$ cat config.mk
export PLATFORM = sky130hd
export DESIGN_NAME = grid_error_loader
export DESIGN_NICKNAME = d
export VERILOG_FILES = /design/src/rtl/grid_error_loader.sv
export SDC_FILE = /design/constraint.sdc
export NUM_CORES = 1
export LEC_CHECK = 0
export CAP_MARGIN = 10
export CORE_AREA = 5 5 622 624
export CTS_CLUSTER_DIAMETER = 120
export DETAILED_ROUTE_END_ITERATION = 6
export DIE_AREA = 0 0 627 629
export PLACE_DENSITY = 0.3
export SKIP_LAST_GASP = 1
export SLEW_MARGIN = 20
export SYNTH_ARGS = -nofsm -noshare
export SYNTH_HDL_FRONTEND = slang
export SYNTH_SLANG_ARGS = --single-unit
$ cat constraint.sdc
create_clock -name i_clk -period 10.3 [get_ports i_clk]
set_clock_uncertainty 0.2 [all_clocks]
set_input_delay 1.03 -clock i_clk [delete_from_list [all_inputs] [get_ports i_clk]]
set_output_delay 1.03 -clock i_clk [all_outputs]
set_load 0.005 [all_outputs]
$ cat src/rtl/grid_error_loader.sv
// grid_error_loader
//   Fills the 8x8 grid-region error window scanned by the stroke-placement
//   max-search. Accepts 64 raster-ordered (reference, canvas) RGB pixel pairs,
//   computes a per-pixel colour error for each pair, buffers all 64 errors and
//   presents the window, its area error sum and a stroke-needed flag through a
//   valid/ready handshake.
//
//   Optional feature macro: GRID_ERR_SQUARE_EN
//     undefined : error = |dR| + |dG| + |dB|        (0..765)
//     defined   : error = dR^2 + dG^2 + dB^2        (0..195075)
//
// Ports
//   i_clk           clock, rising edge
//   i_rst           synchronous active-high reset
//   i_start         begin loading a new window (honoured only in IDLE)
//   i_valid         pixel pair valid
//   o_ready         pixel pair accepted this cycle when i_valid is high
//   i_ref_rgb       reference pixel {R,G,B}
//   i_canvas_rgb    canvas pixel {R,G,B}
//   o_busy          block is not idle
//   o_region_valid  window complete and stable
//   i_region_ready  downstream consumes the window
//   o_region        element [r][c] at bits (r*8+c)*ERR_W +: ERR_W
//   o_area_err      sum of all 64 elements
//   o_need_stroke   (o_area_err >> 6) > THRESH
//
// state | meaning
// ------+----------------------------------------------------------
// IDLE  | waiting for i_start; window contents retained
// LOAD  | accepting pixel pairs, one element per accept
// HOLD  | window complete, o_region_valid high until consumed

module grid_error_loader #(
  parameter int GRID   = 8,
  parameter int ERR_W  = 24,
  parameter int THRESH = 16
) (
  input  logic                       i_clk,
  input  logic                       i_rst,
  input  logic                       i_start,
  input  logic                       i_valid,
  output logic                       o_ready,
  input  logic [23:0]                i_ref_rgb,
  input  logic [23:0]                i_canvas_rgb,
  output logic                       o_busy,
  output logic                       o_region_valid,
  input  logic                       i_region_ready,
  output logic [GRID*GRID*ERR_W-1:0] o_region,
  output logic [ERR_W-1:0]           o_area_err,
  output logic                       o_need_stroke
);

  localparam int N = GRID * GRID;

`ifdef GRID_ERR_SQUARE_EN
  localparam int PIX_W = 18;
`else
  localparam int PIX_W = 10;
`endif

  typedef enum logic [1:0] {
    ST_IDLE = 2'd0,
    ST_LOAD = 2'd1,
    ST_HOLD = 2'd2
  } state_t;

  state_t           state_q, state_d;
  logic [5:0]       index_q;
  logic [ERR_W-1:0] acc_q;
  logic [ERR_W-1:0] acc_next;
  logic             need_q;
  logic [ERR_W-1:0] window_q [N];

  logic             accept;
  logic [7:0]       d_r, d_g, d_b;
  logic [PIX_W-1:0] pix_err;
  logic [ERR_W-1:0] pix_err_ext;

  function automatic logic [7:0] abs_diff(input logic [7:0] a, input logic [7:0] b);
    return (a >= b) ? (a - b) : (b - a);
  endfunction

  // per-pixel error
  always_comb begin
    d_r = abs_diff(i_ref_rgb[23:16], i_canvas_rgb[23:16]);
    d_g = abs_diff(i_ref_rgb[15:8],  i_canvas_rgb[15:8]);
    d_b = abs_diff(i_ref_rgb[7:0],   i_canvas_rgb[7:0]);
`ifdef GRID_ERR_SQUARE_EN
    pix_err = PIX_W'({8'd0, d_r} * {8'd0, d_r})
            + PIX_W'({8'd0, d_g} * {8'd0, d_g})
            + PIX_W'({8'd0, d_b} * {8'd0, d_b});
`else
    pix_err = PIX_W'(d_r) + PIX_W'(d_g) + PIX_W'(d_b);
`endif
    pix_err_ext = ERR_W'(pix_err);
  end

  assign accept   = (state_q == ST_LOAD) && i_valid;
  assign acc_next = acc_q + pix_err_ext;

  // next state / outputs
  always_comb begin
    state_d = state_q;
    o_ready = 1'b0;
    case (state_q)
      ST_IDLE: begin
        if (i_start) state_d = ST_LOAD;
      end
      ST_LOAD: begin
        o_ready = 1'b1;
        if (i_valid && (index_q == 6'd63)) state_d = ST_HOLD;
      end
      ST_HOLD: begin
        // i_start is deliberately not looked at here, so a start coinciding
        // with the handshake still lands in IDLE.
        if (i_region_ready) state_d = ST_IDLE;
      end
      default: state_d = ST_IDLE;
    endcase
  end

  always_ff @(posedge i_clk) begin
    if (i_rst) begin
      state_q <= ST_IDLE;
      index_q <= '0;
      acc_q   <= '0;
      need_q  <= 1'b0;
      for (int i = 0; i < N; i++) window_q[i] <= '0;
    end else begin
      state_q <= state_d;
      if ((state_q == ST_IDLE) && i_start) begin
        index_q <= '0;
        acc_q   <= '0;
        need_q  <= 1'b0;
      end
      if (accept) begin
        window_q[index_q] <= pix_err_ext;
        acc_q             <= acc_next;
        index_q           <= index_q + 6'd1;
        // tracked on every accept so it is already settled on entry to HOLD
        need_q            <= (acc_next >> 6) > ERR_W'(THRESH);
      end
    end
  end

  for (genvar g = 0; g < N; g++) begin : g_region
    assign o_region[g*ERR_W +: ERR_W] = window_q[g];
  end

  assign o_busy         = (state_q != ST_IDLE);
  assign o_region_valid = (state_q == ST_HOLD);
  assign o_area_err     = acc_q;
  assign o_need_stroke  = need_q;

endmodule

Word level (Yosys, flattened, before mapping)
Memory sizes are Yosys's and may differ from the RTL's.
Index checks and enable logic that the tools add are counted.
- register bits after elaboration: 33
- RAM bits: 640
- input bits: 53
- output and inout port bits: 1564
- logic and storage cells: 55
- memories kept: 1
- add/subtract/negate cells: 10
- order comparisons: 4
- equal/unequal tests: 6
- multiplexer cells: 22
- reductions and logical operators: 8
- memories (memory ; depth ; width ; read ports ; clocked after Yosys merged registers in ; write ports ; line ; RTL):
    window_q ; 64 ; 10 ; 64 ; 0 ; 64 ; 72 ; logic [ERR_W-1:0] window_q [N];
- operators by type and width (cell ; number):
    $mux 24 ; 2
    $sub 8x8->8 ; 6
    $add 24x10->24 ; 1
    $ge 8x8->1 ; 3
    $mux 8 ; 3
    $gt 18x5->1 const B ; 1
    $mux 6 ; 3
    $add 9x8->10 ; 1
    $mux 10 ; 1
    $reduce_or 10->1 ; 1
    $add 8x8->9 ; 1
    $mux 1 ; 9
    $add 6x1->6 const B ; 1
    $eq 6x6->1 const B ; 1
    $mux 2 ; 3
    $pmux 2 s3 ; 1
    $ne 2x1->1 const B ; 2
    $reduce_bool 2->1 ; 2
    $logic_and 1x1->1 ; 3
    $reduce_and 3->1 ; 1
    $eq 2x1->1 const B ; 1
    $eq 2x2->1 const B ; 1
    $logic_not 2->1 ; 1
    $ne 2x2->1 const B ; 1

Longest topological paths before layout
Gate-level depths: netlist of run 1.
- depth after elaboration: 7
- depth in mapped cells: 34
- depth with buffers taken out: 31

Worst setup path before layout of run 1
Ideal clock, no wire load.
- kind: input to register
- start: input i_ref_rgb[8]
- end: register need_q, in the netlist o_need_stroke
- setup time: 0.135 ns
- arrival time: 7.415 ns
- required time: 9.965 ns
- setup slack: 2.549 ns
- stages on the path: 33
- path buffers: 4
- path through: inv_1 ha_1 inv_1 fa_1 a21o_1 a211o_1 a211oi_2 or2_1 buf_4 mux2_1 a21oi_2 xor2_1 fa_1 inv_1 ha_1 a21oi_1 nor2_1 nor2_1 o21bai_1 a21oi_1 xor2_1 clkbuf_1 clkbuf_1 inv_1 ha_1 a2111oi_0 a21oi_1 a31o_2 clkbuf_1 nand2_1 a21oi_1 a2111oi_0 a31oi_1
- longest elaborated chain between the ends: 7
- elaborated cells on any way between the ends: 9
- classes of those cells: 5 x add/sub; 2 x order compare; 2 x mux
- ends and longest elaborated chain (element ; line ; RTL):
    from (decl) ; 43 ; input logic [23:0] i_ref_rgb,
    $sub 8x8->8 / $ge 8x8->1 (equally long branches) ; 80 ; return (a >= b) ? (a - b) : (b - a);
    $mux 8 (*) ; 80 ;
    $add 8x8->9 (*) ; 93 ; pix_err = PIX_W'(d_r) + PIX_W'(d_g) + PIX_W'(d_b);
    $add 9x8->10 (*) ; 93 ;
    named net pix_err[7] ; 76 ; logic [PIX_W-1:0] pix_err;
    $add 24x10->24 (*) ; 99 ; assign acc_next = acc_q + pix_err_ext;
    $gt 18x5->1 (*) ; 141 ; need_q <= (acc_next >> 6) > ERR_W'(THRESH);
    $mux 1 (*) ; 136 ; if (accept) begin
    to (signal assigned) ; 141 ;
    to (decl) ; 71 ; logic need_q;
The timed path passes the listed nets; every way through them passes the cells marked *.
A chain may end at the register's enable or synchronous reset.

Worst setup path after layout of run 1
Same ends and word-level chain as after synthesis.

==> results.sh, run 1 <==
export IMPL_status="completed"
export IMPL_grt_use_total_pct=7.62
export IMPL_grt_met1_usage_pct=7.50
export IMPL_use_met3_pct=1.25
export IMPL_synth_cell_type_count=64
export IMPL_period_minus_slack_ns=8.60
export IMPL_ys_seq_area_share_pct=58.1
export IMPL_power_uw=10800
export IMPL_max_freq_mhz=116
export IMPL_final_cells=8856
export IMPL_cp_slowest_stage_delay_ns=0.62
export IMPL_cts_root_buf="clkbuf_16"
export IMPL_period_share_pct=83.5
export IMPL_drv_cap=0
export IMPL_fin_nets=3878
export IMPL_route_vias_total=21700
export IMPL_hp_class="reg2reg"
export IMPL_ir_drop_mv=0.733
export IMPL_dp_final_hpwl_um=121000
export IMPL_synth_edf_count=640
export IMPL_die_w_um=627
export IMPL_setup_viol=0
export IMPL_drc=0
export IMPL_clock_sinks=673
export IMPL_max_slew_margin_pct=25.8
export IMPL_p_leak_uw=0.0173
export IMPL_rsz0062_at_grt="false"
export IMPL_post_cts_setup_buffers=0
export IMPL_dieArea_mm2=0.394
export IMPL_cp_common_cell="inv_1"
export IMPL_slew_viol_final=0
export IMPL_gp_congestion=0.719
export IMPL_syn_cell_area_mm2=0.0342
export IMPL_yosysTopAreaCellShare_pct=56.1
export IMPL_yosys_warnings=0
export IMPL_whs_ns=0.341
export IMPL_synthTopCellsByArea="edfxtp_1 (56%), buf_4 (20%), nor2_1 (7.6%)"
export IMPL_wl_per_cell_um=18.1
export IMPL_ant_nets=0
export IMPL_clock_latency_ns=0.67
export IMPL_regArea_mm2=0.0199
export IMPL_htree_num_levels=3
export IMPL_synth_seq_cells=673
export IMPL_grt_pass1_vias=21900
export IMPL_drive_gt1_share_pct=5.07
export IMPL_place_inst=8704
export IMPL_overflow=0
export IMPL_grt_met2_usage_pct=15.1
export IMPL_clk_pin_slew_ns=0.06
export IMPL_cp_required_ns=10.64
export IMPL_core_area_mm2=0.381
export IMPL_cts_tree="built"
export IMPL_rows=227
export IMPL_power_density_mw_per_mm2=233
export IMPL_ios=1617
export IMPL_multiInputGateArea_mm2=0.0101
export IMPL_viasPerCell=2.45
export IMPL_drtIter0Drc=1221
export IMPL_avgSynthCellArea_um2=11.1
export IMPL_crit_type="in2reg"
export IMPL_dr_pass1_iters=5
export IMPL_cts_buffers=77
export IMPL_start_util_pct=8.99
export IMPL_die_h_um=629
export IMPL_synth_flop_cell="edfxtp_1"
export IMPL_end_kind="flop"
export IMPL_layout_area_overhead_vs_synth_pct=36.1
export IMPL_synth_async_reset_ratio_pct=0
export IMPL_max_slew_worst_pin_slew_ns=1.11
export IMPL_cts_buffer_depth=3
export IMPL_drt_wl_total_um=161000
export IMPL_antenna_found_initial=29
export IMPL_yosysTopAreaCell="edfxtp_1"
export IMPL_grt_busiest_layer="met2"
export IMPL_slowest_stage="o31ai_1"
export IMPL_fin_tns_setup_ns=0
export IMPL_cp_start_kind="primary input"
export IMPL_grt_first_pass_wirelength_um=205000
export IMPL_worstPathArrival_ns=8.93
export IMPL_hold_buffers=0
export IMPL_grt_max_degree=65
export IMPL_synthCells=3088
export IMPL_hold_viol_final=0
export IMPL_worstPathMaxFanout=9
export IMPL_cts_resized=0
export IMPL_nFillCells=43200
export IMPL_numPortBuffers=720
==> cells by family (layout without fill, tap and decap cells) <==
group	Yosys count	after routing	share of synthesized area (%)
AND/OR/NAND/NOR	945	945	11.0
other	1	907	0.0110
flip-flops	673	673	58.1
multiplexers	27	27	0.859
adder cells (fa/ha/maj)	80	80	3.27
AO/OA/AOI/OAI	165	165	3.28
XOR/XNOR	34	34	0.870
buffers and inverters	1163	987	22.7
==> path summary, 6_finish.rpt <==
path                                                  from                            end  slack [ns]  cells past startpoint
worst min register to register  o_area_err[5]$_SDFFE_PP0P_     o_area_err[5]$_SDFFE_PP0P_        0.34                      2
worst max register to register     state_q[0]$_SDFFE_PP0P_  window_q[15][0]$_SDFFCE_PN0P_        6.03                      7
worst min-delay path            o_area_err[5]$_SDFFE_PP0P_     o_area_err[5]$_SDFFE_PP0P_        0.34                      2
worst max-delay path                          i_ref_rgb[8]     o_need_stroke$_SDFFE_PP0P_        1.70                     31
==> worst max-delay path, delay by kind of cell <==
| family | cells | cell delay (ns) |
|---|---|---|
| buf+inv | 5 | 0.70 |
| mux | 1 | 0.38 |
| fa+ha+maj | 5 | 1.67 |
| compound gates | 11 | 3.01 |
| simple gates | 7 | 1.43 |
| xor+xnor | 2 | 0.67 |
==> cells in the mapped netlist, types with 5 or more instances <==
library cell / n
a211o_1: 6
a211oi_1: 7
a21o_1: 19
a21oi_1: 45
a21oi_2: 5
a22oi_1: 11
a311oi_1: 6
a31oi_1: 11
and2_1: 5
and3_1: 12
buf_1: 12
buf_2: 6
buf_4: 897
clkbuf_1: 152
dfxtp_1: 33
edfxtp_1: 640
fa_1: 16
ha_1: 64
inv_1: 90
mux2_2: 10
mux2i_1: 14
nand2_1: 163
nand2b_1: 5
nand3_1: 13
nand4_1: 9
nor2_1: 693
nor2b_1: 8
nor3_1: 16
nor3b_1: 5
o21ai_0: 17
o21ai_1: 5
xnor2_1: 20
xor2_1: 14
==> per-layer routing <==
| metal | vias to the layer above | routed length, µm | share of wire [%] |
|---|---|---|---|
| met5 | - | 12 | 0.0075 |
| met1 | 10800 | 53600 | 33 |
| met3 | 204 | 8660 | 5.4 |
| met4 | 2 | 8630 | 5.4 |
| met2 | 1051 | 89700 | 56 |
| li1 | 9699 | - | - |
==> metrics by stage <==
| step | utilization [%] | worst slack (ns) | cell area, µm² |
|---|---|---|---|
| 3_5_place_dp | 11.6 | 1.04 | 44100 |
| 4_1_cts | 12.2 | 1.81 | 46600 |
| 2_1_floorplan | - | 2.55 | 37600 |
| 3_3_place_gp | 11.6 | 1.02 | 44100 |
| 5_1_grt | 12.2 | 1.34 | 46600 |
| 6_report | 12.2 | 1.70 | 46600 |
==> report_power, final <==
part	switching, µW	leakage [µW]	internal (µW)
Combinational	4050	0.00963	850
Sequential	54.5	0.00647	3120
Clock	1240	0.00120	1540
==> layout by cell type (no fill, tap or decap), drive strengths merged, types with 22 or more instances in the layout <==
cell and instances:
ha 64, nand2 163, clkdlybuf4s50 719, conb 896
dfxtp 33, edfxtp 640, a21oi 50, clkbuf 93
o21ai 22, nor2 693, clkinv 33, buf 35
inv 98
==> cell type report <==
class,count,share of cell area (%)
flip-flops and latches,673,42.6
multi-input cells,2147,21.6
repair buffers,754,16.1
well taps,5038,13.5
clock buffers,93,4.31
clock inverters,48,0.985
inverters,92,0.762
diodes,11,0.0591
==> state kept, by name (all words and copies together) (netlist names) <==
signal / cells
index_q: 6
o_area_err: 24
o_need_stroke: 1
state_q: 2
window_q: 640
No activity file was read; power rests on OpenSTA's default activity.
==> inputs of run 2 (changes only) <==
CORE_AREA = 5 5 635 637   (was 5 5 622 624)
DIE_AREA = 0 0 640 642   (was 0 0 627 629)
clock period = 7.6 ns   (was 10.3 ns; I/O delays follow)
==> run 2 against run 1 <==
Die area increased by 4.2%. Non-clock buffer count up 122. Via count is 2.5% higher. Count of clock-buffer cells in the layout up 2. Flip-flop and latch count stayed put. Cell area rose by 3.3%. Combinational power up 45%. Highest routed layer is now met4. Routed wire length increased by 0.42%. Sequential share of layout area fell by 1.3 points. Cell count increased by 3.9%.
==> results.sh, run 2 (same netlist as run 1, synthesis figures left out) <==
export IMPL_status="completed"
export IMPL_core_area_mm2=0.397
export IMPL_drt_wl_total_um=161000
export IMPL_ios=1617
export IMPL_power_density_mw_per_mm2=321
export IMPL_clk_pin_slew_ns=0.06
export IMPL_ant_nets=0
export IMPL_regArea_mm2=0.0199
export IMPL_setup_viol=0
export IMPL_whs_ns=0.347
export IMPL_fin_nets=4003
export IMPL_final_common_cell="conb_1"
export IMPL_slowest_stage="or4_1"
export IMPL_cts_root_buf="clkbuf_16"
export IMPL_rows=232
export IMPL_finalCoreUtilization_pct=12.1
export IMPL_grt_pass1_vias=22600
export IMPL_clock_sinks=673
export IMPL_mostFrequentLayoutCells="conb_1 (896), clkdlybuf4s50_1 (720), nor2_1 (691), edfxtp_1 (640), nand2_1 (163)"
export IMPL_crit_type="in2reg"
export IMPL_die_w_um=640
export IMPL_holdPathEnd="o_area_err[0]$_SDFFE_PP0P_"
export IMPL_wl_per_cell_um=17.5
export IMPL_overflow=0
export IMPL_hp_class="reg2reg"
export IMPL_min_path_cells=2
export IMPL_drive_gt1_share_pct=8.24
export IMPL_cts_tree="built"
export IMPL_multiInputGateArea_mm2=0.0101
export IMPL_worstPathArrival_ns=7.45
export IMPL_nFillCells=45100
export IMPL_drc=0
export IMPL_clock_latency_ns=0.65
export IMPL_ir_drop_mv=0.871
export IMPL_max_slew_worst_pin_slew_ns=0.972
export IMPL_cp_start_kind="primary input"
export IMPL_cp_slowest_stage_delay_ns=0.52
export IMPL_r2r_end="window_q[51][3]$_SDFFCE_PN0P_"
export IMPL_die_h_um=642
export IMPL_layout_area_overhead_vs_synth_pct=40.6
export IMPL_grt_max_degree=57
export IMPL_power_uw=15500
export IMPL_gp_congestion=0.753
export IMPL_switching_power_uw=7340
export IMPL_p_leak_uw=0.0180
export IMPL_period_share_pct=93.7
export IMPL_rsz0062_at_grt="false"
export IMPL_drv_cap=0
export IMPL_clkPwrFrac_pct=26.1
export IMPL_hold_viol_final=0
export IMPL_grt_use_total_pct=7.36
export IMPL_hold_buffers=0
export IMPL_r2r_start="state_q[0]$_SDFFE_PP0P_"
export IMPL_slew_viol_final=0
export IMPL_max_slew_margin_pct=35.2
export IMPL_route_vias_total=22300
export IMPL_final_cells=9204
export IMPL_cp_required_ns=7.93
export IMPL_p_int_uw=8130
export IMPL_cts_buffer_depth=3
export IMPL_largest_register="window_q"
export IMPL_numPortBuffers=720
export IMPL_cts_buffers=80
export IMPL_r2r_slack_ns=3.43
export IMPL_comb_power_share_pct=46.1
export IMPL_dieArea_mm2=0.411
export IMPL_hold_path_startpoint="o_area_err[0]$_SDFFE_PP0P_"
export IMPL_max_freq_mhz=140
export IMPL_htree_num_levels=3
export IMPL_grt_first_pass_wirelength_um=208000
export IMPL_dr_pass1_iters=5
export IMPL_end_kind="flop"
export IMPL_dp_final_hpwl_um=126000
export IMPL_pwr_share_seq_pct=27.8
export IMPL_largest_register_ffs=640
export IMPL_period_minus_slack_ns=7.12
export IMPL_drtIter0Drc=1162
export IMPL_start_util_pct=8.62
export IMPL_fin_tns_setup_ns=0
export IMPL_viasPerCell=2.42
export IMPL_worstPathMaxFanout=6
export IMPL_p_sw_share_pct=47.4
export IMPL_place_inst=9053
export IMPL_rr_worst_depth=6
export IMPL_antenna_found_initial=21
[run 2: cell count changes in the layout (fill, tap and decap cells not counted), sizes merged]
cell	change
buf	+121
bufinv	+4
clkbuf	+2
clkdlybuf4s50	+1
clkinv	-3
diode	-6
inv	+2
[run 2: what timing repair did]
item / in CTS / in global routing
setup buffers: 0 / 0
setup endpoints to repair: 0 / 1
resized for setup: 0 / 2
[run 2: layout make-up]
class                           instances  share of cell area, %
Sequential cell                       673                   41.3
Multi-Input combinational cell       2147                   21.0
Timing Repair Buffer                  876                   17.7
Tap cell                             5265                   13.7
Clock buffer                           95                   4.34
Clock inverter                         51                   1.26
Inverter                               92                  0.738
Antenna cell                            5                 0.0260
[run 2: power by group through the flow]
stage,Sequential (µW),Clock [µW],Combinational (µW)
after floorplan,4380,0,2890
after global placement,4390,0,7720
after detailed placement,4390,0,7660
after CTS,4310,4180,7670
after global routing,4320,4300,7730
final,4300,4030,7120
[run 2: worst max path at each step]
stage / start / to / cells past startpoint
3_3_place_gp: i_ref_rgb[16] / o_need_stroke$_SDFFE_PP0P_ / 33
4_1_cts: i_ref_rgb[16] / o_need_stroke$_SDFFE_PP0P_ / 34
3_5_place_dp: i_ref_rgb[16] / o_need_stroke$_SDFFE_PP0P_ / 34
2_1_floorplan: i_ref_rgb[8] / o_need_stroke$_SDFFE_PP0P_ / 33
5_1_grt: i_ref_rgb[16] / o_need_stroke$_SDFFE_PP0P_ / 34
6_report: i_canvas_rgb[8] / o_need_stroke$_SDFFE_PP0P_ / 30
[run 2: stage by stage]
stage	setup slack, ns	area (µm²)
final	0.482	48100
after floorplan	0.119	37600
after CTS	0.449	48100
after global routing	0.00439	48100
after detailed placement	-0.299	45400
after global placement	-0.380	45400
[run 2: worst max-delay path, delay by kind of cell]
family,cells,cell delay (ns)
mux,1,0.38
fa+ha+maj,6,1.98
simple gates,4,0.83
buf+inv,7,1.22
compound gates,10,2.00
xor+xnor,2,0.29
[run 2: per-layer routing]
metal / share of wire, % / routed length [µm] / global-route usage [%]
met1: 34 / 54600 / 7.25
met2: 56 / 89600 / 14.7
met3: 5.4 / 8670 / 1.23
met4: 5.2 / 8390 / 3.51
met5: 0 / 0 / 0
==> inputs of run 3 (changes only) <==
SETUP_SLACK_MARGIN = 0.02   (was not set)
SLEW_MARGIN = 5   (was 20)
==> run 3 against run 2 <==
Via count about the same. Critical path depth stayed put. Sequential share of layout area about the same. Critical path type unchanged. Combinational power is essentially flat. Routed wire length barely moved.
==> results.sh, run 3 (same netlist as run 1, synthesis figures left out) <==
export IMPL_status="completed"
export IMPL_overflow=0
export IMPL_holdPathEnd="o_area_err[0]$_SDFFE_PP0P_"
export IMPL_clock_latency_ns=0.65
export IMPL_hold_viol_final=0
export IMPL_dp_final_hpwl_um=126000
export IMPL_viasPerCell=2.42
export IMPL_max_freq_mhz=140
export IMPL_cts_buffer_depth=3
export IMPL_crit_buf_inv=7
export IMPL_nFillCells=45100
export IMPL_slew_viol_final=0
export IMPL_post_cts_setup_buffers=0
export IMPL_cts_root_buf="clkbuf_16"
export IMPL_ir_drop_mv=0.871
export IMPL_grt_max_degree=57
export IMPL_p_leak_uw=0.0180
export IMPL_wl_per_cell_um=17.5
export IMPL_dr_pass1_iters=5
export IMPL_route_vias_total=22300
export IMPL_ios=1617
export IMPL_r2r_start="state_q[0]$_SDFFE_PP0P_"
export IMPL_cts_buffers=80
export IMPL_grt_first_pass_wirelength_um=208000
export IMPL_cp_top_family="compound AO/OA/AOI/OAI gates"
export IMPL_largest_register="window_q"
export IMPL_max_slew_worst_pin_slew_ns=0.976
export IMPL_grt_pass1_vias=22600
export IMPL_power_uw=15500
export IMPL_clock_sinks=673
export IMPL_drive_gt1_share_pct=8.26
export IMPL_drtIter0Drc=1191
export IMPL_rows=232
export IMPL_die_w_um=640
export IMPL_end_kind="flop"
export IMPL_cts_tree="built"
export IMPL_setup_viol=0
export IMPL_placed_area_mm2=0.0454
export IMPL_start_util_pct=8.62
export IMPL_antenna_found_initial=21
export IMPL_layout_area_overhead_vs_synth_pct=40.6
export IMPL_period_share_pct=93.7
export IMPL_final_cells=9204
export IMPL_worstPathArrival_ns=7.45
export IMPL_gp_congestion=0.753
export IMPL_core_area_mm2=0.397
export IMPL_final_common_cell="conb_1"
export IMPL_hp_class="reg2reg"
export IMPL_hold_path_startpoint="o_area_err[0]$_SDFFE_PP0P_"
export IMPL_grt_use_total_pct=7.36
export IMPL_fin_nets=4003
export IMPL_min_path_cells=2
export IMPL_rr_worst_depth=6
export IMPL_max_slew_margin_pct=34.9
export IMPL_worstPathMaxFanout=6
export IMPL_r2r_end="window_q[51][3]$_SDFFCE_PN0P_"
export IMPL_place_inst=9053
export IMPL_r2r_slack_ns=3.41
export IMPL_period_minus_slack_ns=7.12
export IMPL_largest_register_ffs=640
export IMPL_dieArea_mm2=0.411
export IMPL_cp_slowest_stage_delay_ns=0.52
export IMPL_drc=0
export IMPL_mostFrequentLayoutCells="conb_1 (896), clkdlybuf4s50_1 (720), nor2_1 (691), edfxtp_1 (640), nand2_1 (163)"
export IMPL_htree_num_levels=3
export IMPL_drv_cap=0
export IMPL_finalWorstSetupSlack_ns=0.477
export IMPL_die_h_um=642
export IMPL_place_ws_ns=-0.299
export IMPL_numPortBuffers=720
export IMPL_ant_nets=0
export IMPL_rsz0062_at_grt="false"
export IMPL_hold_buffers=0
export IMPL_cp_required_ns=7.93
export IMPL_power_density_mw_per_mm2=321
export IMPL_crit_type="in2reg"
export IMPL_clk_pin_slew_ns=0.06
export IMPL_cp_start_kind="primary input"
export IMPL_design_area_mm2=0.0481
export IMPL_drt_wl_total_um=161000
export IMPL_slowest_stage="or4_1"
==> run 3: per-layer routing <==
layer  up-vias  track usage (%)  part of all wire, %
met5         -                0                    0
met4         0             3.51                  5.2
met3       180             1.23                  5.4
met2      1081             14.7                   56
met1     11100             7.25                   34
li1       9933                -                    -
==> run 3: area by class of cell <==
class	count	area, µm²	area share (%)
well taps	5265	6590	13.7
clock inverters	51	608	1.26
multi-input cells	2147	10100	21.0
clock buffers	95	2090	4.34
flip-flops and latches	673	19900	41.3
diodes	5	12.5	0.0260
inverters	92	355	0.738
repair buffers	876	8520	17.7
==> run 3: timing repair <==
| action | CTS | global route |
|---|---|---|
| endpoints found under the hold margin | 0 | 0 |
| resized for setup | 0 | 3 |
| endpoints found under the setup margin | 0 | 1 |
==> run 3: worst min-delay path, cell delays in order, from the launching register on <==
cell and delay (ns):
dfxtp_1 0.36, a22oi_1 0.08, nor2_1 0.08
==> run 3: where the power goes <==
| part | total [µW] | switching (µW) | internal, µW |
|---|---|---|---|
| logic | 7120 | 5530 | 1590 |
| clock network | 4030 | 1730 | 2300 |
| registers | 4300 | 76.7 | 4230 |
| total | 15500 | 7340 | 8130 |
==> run 3: how the worst max path moves through the flow <==
stage / start / to / cells past startpoint
floorplan: i_ref_rgb[8] / o_need_stroke$_SDFFE_PP0P_ / 33
global placement: i_ref_rgb[16] / o_need_stroke$_SDFFE_PP0P_ / 33
detailed placement: i_ref_rgb[16] / o_need_stroke$_SDFFE_PP0P_ / 34
CTS: i_ref_rgb[16] / o_need_stroke$_SDFFE_PP0P_ / 34
global route: i_ref_rgb[16] / o_need_stroke$_SDFFE_PP0P_ / 34
finish: i_canvas_rgb[8] / o_need_stroke$_SDFFE_PP0P_ / 30
==> run 3: through the flow <==
stage                     setup TNS (ns)  hold WS [ns]  utilization (%)
after CTS                              0         0.359             12.1
after global placement             -1.52         0.333             11.4
after floorplan                        0         0.306                -
final                                  0         0.347             12.1
after global routing                   0         0.400             12.1
after detailed placement          -0.527         0.343             11.4
